## src/rtl/gcd_dispatch.sv

```systemverilog
// gcd_dispatch: FIFO-buffered job dispatcher driving a go/done GCD core with a registered valid/ready result.
// Optional watchdog enabled by GCD_DISPATCH_TIMEOUT_EN.
module gcd_dispatch #(
  parameter int W       = 8,
  parameter int DEPTH   = 4,
  parameter int TIMEOUT = 1023
) (
  input  logic         clk,
  input  logic         rst,
  input  logic         in_valid,
  output logic         in_ready,
  input  logic [W-1:0] in_a,
  input  logic [W-1:0] in_b,
  output logic         gcd_go,
  output logic [W-1:0] gcd_a,
  output logic [W-1:0] gcd_b,
  input  logic         gcd_done,
  input  logic [W-1:0] gcd_out,
  output logic         res_valid,
  input  logic         res_ready,
  output logic [W-1:0] res_out,
  output logic         res_err,
  output logic         busy
);
  localparam int AW = $clog2(DEPTH);
  typedef enum logic [1:0] {IDLE, ISSUE, WAIT} state_t;
  state_t state_q, state_d;
  logic [2*W-1:0] mem_q [DEPTH];
  logic [AW:0] wr_q, rd_q;
  logic [W-1:0] a_q, b_q, res_q, res_d, hd_a, hd_b;
  logic res_valid_q, res_valid_d, push, pop, empty, full, slot_free, zero, res_wr, tmo;
  assign empty     = wr_q == rd_q;
  assign full      = (wr_q[AW] != rd_q[AW]) && (wr_q[AW-1:0] == rd_q[AW-1:0]);
  assign in_ready  = !full;
  assign push      = in_valid && in_ready;
  assign slot_free = !res_valid_q || res_ready;
  assign {hd_a, hd_b} = mem_q[rd_q[AW-1:0]];
  assign zero      = (hd_a == '0) || (hd_b == '0);
  assign res_d     = (state_q == WAIT) ? (gcd_done ? gcd_out : '0) : (hd_a | hd_b);
`ifdef GCD_DISPATCH_TIMEOUT_EN
  localparam int CW = $clog2(TIMEOUT + 1);
  logic [CW-1:0] cnt_q;
  logic err_q;
  // done arriving on the expiry cycle still yields a normal result
  assign tmo     = (state_q == WAIT) && !gcd_done && (cnt_q == CW'(TIMEOUT - 1));
  assign res_err = err_q;
  always_ff @(posedge clk or posedge rst) begin
    if (rst) begin
      cnt_q <= '0;
      err_q <= 1'b0;
    end else begin
      cnt_q <= (state_q == ISSUE) ? '0 : (state_q == WAIT) ? cnt_q + 1'b1 : cnt_q;
      if (res_wr) err_q <= tmo;
    end
  end
`else
  assign tmo     = 1'b0;
  assign res_err = 1'b0;
`endif
  always_comb begin
    state_d = state_q;
    pop     = 1'b0;
    res_wr  = 1'b0;
    unique case (state_q)
      IDLE: if (!empty && slot_free) begin
        pop = 1'b1;
        res_wr = zero;
        state_d = zero ? IDLE : ISSUE;
      end
      ISSUE: state_d = WAIT;
      WAIT: if (gcd_done || tmo) begin
        res_wr = 1'b1;
        state_d = IDLE;
      end
      default: state_d = IDLE;
    endcase
    res_valid_d = res_wr || (res_valid_q && !res_ready);
  end
  always_ff @(posedge clk) if (push) mem_q[wr_q[AW-1:0]] <= {in_a, in_b};
  always_ff @(posedge clk or posedge rst) begin
    if (rst) begin
      state_q     <= IDLE;
      wr_q        <= '0;
      rd_q        <= '0;
      a_q         <= '0;
      b_q         <= '0;
      res_q       <= '0;
      res_valid_q <= 1'b0;
    end else begin
      state_q     <= state_d;
      res_valid_q <= res_valid_d;
      if (push) wr_q <= wr_q + 1'b1;
      if (pop) rd_q <= rd_q + 1'b1;
      if (pop && !zero) {a_q, b_q} <= {hd_a, hd_b};
      if (res_wr) res_q <= res_d;
    end
  end
  assign gcd_go    = state_q == ISSUE;
  assign gcd_a     = a_q;
  assign gcd_b     = b_q;
  assign res_valid = res_valid_q;
  assign res_out   = res_q;
  assign busy      = (state_q != IDLE) || !empty;
endmodule

```

## config.mk

```make
export PLATFORM = sky130hd
export DESIGN_NAME = gcd_dispatch
export DESIGN_NICKNAME = d
export VERILOG_FILES = /design/src/rtl/gcd_dispatch.sv
export SDC_FILE = /design/constraint.sdc
export NUM_CORES = 1
export LEC_CHECK = 0
export CORE_UTILIZATION = 30
export CTS_CLUSTER_DIAMETER = 150
export DETAILED_ROUTE_END_ITERATION = 8
export RECOVER_POWER = 25
export SKIP_CTS_REPAIR_TIMING = 1
export SLEW_MARGIN = 10
export SYNTH_ARGS = -nofsm -noshare
export SYNTH_HDL_FRONTEND = slang
export SYNTH_SLANG_ARGS = --single-unit
```

## constraint.sdc

```tcl
create_clock -name clk -period 7 [get_ports clk]
set_input_delay 1.75 -clock clk [delete_from_list [all_inputs] [get_ports clk]]
set_output_delay 1.75 -clock clk [all_outputs]
set_load 0.01 [all_outputs]
```

==> results.cfg <==
[status]
outcome = finished, final reports clean

[place]
dp_hpwl_um = 5850
dp_cells = 476
place_congestion = 0.831
port_buffers = 56

[setup_path]
critPathLaunchType = flop
r2r_end = gcd_a[1]
reg2regPathDepth = 5
path_max_fanout = 19
crit_required_ns = 5.25
critical_path_class = flop to output pin
worstPathArrival_ns = 2.39
regToRegSetupSlack_ns = 3.46
worstSetupEndpointType = output pin
timing.rr.start = rd_q[1]

[sta]
slew_headroom = 0.347
rsz0062_at_grt = no
finalCritPeriodShare = 0.592
tightest_slew_ns = 0.979
max_freq_ghz = 0.241
maxSlewViolCount = 0
hold_violations = 0
clock_skew_ns = 0.0117
tns_ns = 0
finalSetupViolations = 0
layout_min_cycle_time_ns = 4.14

[logic_synthesis]
avgSynthCellArea_um2 = 16.2
synth_top_area_share = 0.466
netlist_instances = 255
synth-edff-count = 64
async_flop_share = 0.340
seq_area_frac_synth = 0.667
netlist_area_um2 = 4120
ys_seq_elements = 97
yosys-top-cells-area = edfxtp_1 47%, dfrtp_1 20%, mux4_2 8.7%, mux2_4 3.3%, nand3_1 2.9%
synth.yosys.warnings = 0
synth_flop_cell = edfxtp_1
netlist.top_cell.by_area = edfxtp_1
ys_types = 35
synth_nets = 289

[die]
core_area_um2 = 13300
fp.dieH_um = 119
dieWidth_um = 119
die-area_um2 = 14200
placementRows = 42
start_util = 0.310
io_pins = 58

[min_path]
min_delay_path_depth = 1
hp-class = flop to flop
holdPathEnd = wr_q[2]
hp-start = wr_q[2]

[cts]
cts_max_level = 3
worstSkewPairLatency_ns = 0.34
cts_buffer_depth = 2
clk_pin_slew_ns = 0.07
cts_tree = built
clock_sinks = 97
cts_buffers = 9
root_buffer = clkbuf_16

[power]
clkPwrFrac = 0.196
vdd_ir_drop_max_uv = 157
switchingPower_w = 0.000825
swShare = 0.343
combPwrFrac = 0.419
seqPwrFrac = 0.385
powerDensity_nw_per_um2 = 472
power.internal_w = 0.00158
p_leak_nw = 1.85

[grt]
grt_first_pass_wirelength_um = 13300
grt_use_total = 0.127
grt_start_max_net_pins = 34
gr-total-overflow = 0
grt_pass1_vias = 2410
antenna_found_initial = 0

[cells_and_area]
layoutNonFillerInstCount = 492
fill_cells = 1235
nNetsFinal = 345
diodes = 0
area_growth_pct = 23.8
utilization = 0.384
drive_gt1_frac = 0.158

[detailed_routing]
first_pass_iters = 4
routed_wl_um = 8440
drc = 0
final_antenna_net_count = 0
avgViaCountPerCell = 4.65
routedWlPerCell_um = 17.1
dr.first_iter.drc_count = 155
num_vias = 2290

[job]
max_cap_violations = 0
-- synthesized netlist by cell type (3+ instances only) --
master	n
clkbuf_1	5
nand4_1	8
mux2_1	7
buf_6	3
mux2_4	9
o21ai_1	8
inv_1	4
nand3_1	24
mux4_2	16
nor2_1	4
a21oi_1	8
dfrtp_1	33
and2_1	11
buf_2	3
nand2_1	4
and3_1	4
ha_1	5
edfxtp_1	64
o21ai_0	8
xor2_1	5
-- worst max path at each step --
stage	from	endpoint	depth (start not counted)
after floorplan	res_ready	gcd_a[7]	6
after global placement	res_ready	gcd_a[0]	6
after detailed placement	res_ready	gcd_a[1]	6
after CTS	rd_q[1]	in_ready	4
after global routing	rd_q[1]	in_ready	4
final	rd_q[1]	in_ready	4
-- per-layer routing --
| layer | wire, µm | global-route usage |
|---|---|---|
| met5 | 0 | 0 |
| met4 | 158 | 0.0506 |
| met3 | 360 | 0.0302 |
| met2 | 4070 | 0.203 |
| met1 | 3850 | 0.167 |
-- worst max-delay path, stage by stage, from the launching register on --
cell	delay, ns
dfrtp_1	0.99
xor2_1	0.27
nor2_1	0.10
nand2_1	0.15
clkdlybuf4s50_1	0.56
-- metrics by stage --
stage,area (µm²),hold WS (ns),worst slack (ns),total power [W]
detailed placement,4820,0.481,2.93,0.00197
finish,5100,0.490,2.86,0.00241
CTS,5100,0.490,2.83,0.00244
global route,5100,0.495,2.72,0.00255
global placement,4820,0.474,2.99,0.00194
floorplan,4120,0.460,3.95,0.00162
-- area by class of cell --
cell class                      instances  area, µm²  area share
Clock buffer                            9        225      0.0442
Clock inverter                          7       58.8      0.0115
Inverter                                5       18.8     0.00368
Multi-Input combinational cell        139       1250       0.244
Sequential cell                        97       2750       0.539
Tap cell                              176        220      0.0432
Timing Repair Buffer                   59        583       0.114
-- power by group through the flow --
stage	clock network (W)	registers, W	logic (W)
final	0.000471	0.000927	0.00101
after global routing	0.000501	0.000950	0.00110
after CTS	0.000483	0.000933	0.00103
after detailed placement	0	0.000944	0.00102
after global placement	0	0.000939	0.00100
after floorplan	0	0.000922	0.000696
-- logic make-up after synthesis --
logic type      share of synthesized area
other cells                      0.000910
flops                               0.667
xor+xnor                           0.0149
buf+inv                            0.0325
compound gates                     0.0349
fa+ha+maj                          0.0152
mux                                 0.145
simple gates                       0.0899
-- placed cells by master, fill, tap and decap left out, types with 2 or more instances in the layout --
cell type / netlist / final
dlygate4sd3_1: 0 / 15
o21ai_0: 8 / 8
o21ai_1: 8 / 8
dfrtp_1: 33 / 33
xor2_1: 5 / 5
ha_1: 5 / 5
nand4_1: 8 / 8
inv_8: 0 / 2
clkbuf_16: 0 / 9
nand3_1: 24 / 24
edfxtp_1: 64 / 64
mux2_1: 7 / 7
xnor2_1: 2 / 2
clkdlybuf4s50_1: 0 / 41
nand2b_1: 2 / 2
and2_1: 11 / 11
inv_6: 0 / 3
mux4_2: 16 / 16
and3_1: 4 / 4
clkinv_2: 0 / 2
mux2_2: 2 / 2
nor4_2: 2 / 2
nand2_1: 4 / 4
buf_4: 1 / 3
nor2b_1: 2 / 2
nor4_1: 2 / 2
mux2_4: 9 / 9
nor2_1: 4 / 4
a21oi_1: 8 / 8
inv_1: 4 / 4
-- sequential cells by signal, summed over array words and instances (netlist names) --
| register | count |
|---|---|
| res_valid | 1 |
| wr_q | 3 |
| rd_q | 3 |
| gcd_a | 8 |
| res_out | 8 |
| mem_q | 64 |
| state_q | 2 |
| gcd_b | 8 |
Power figures use the tool's default switching activity.
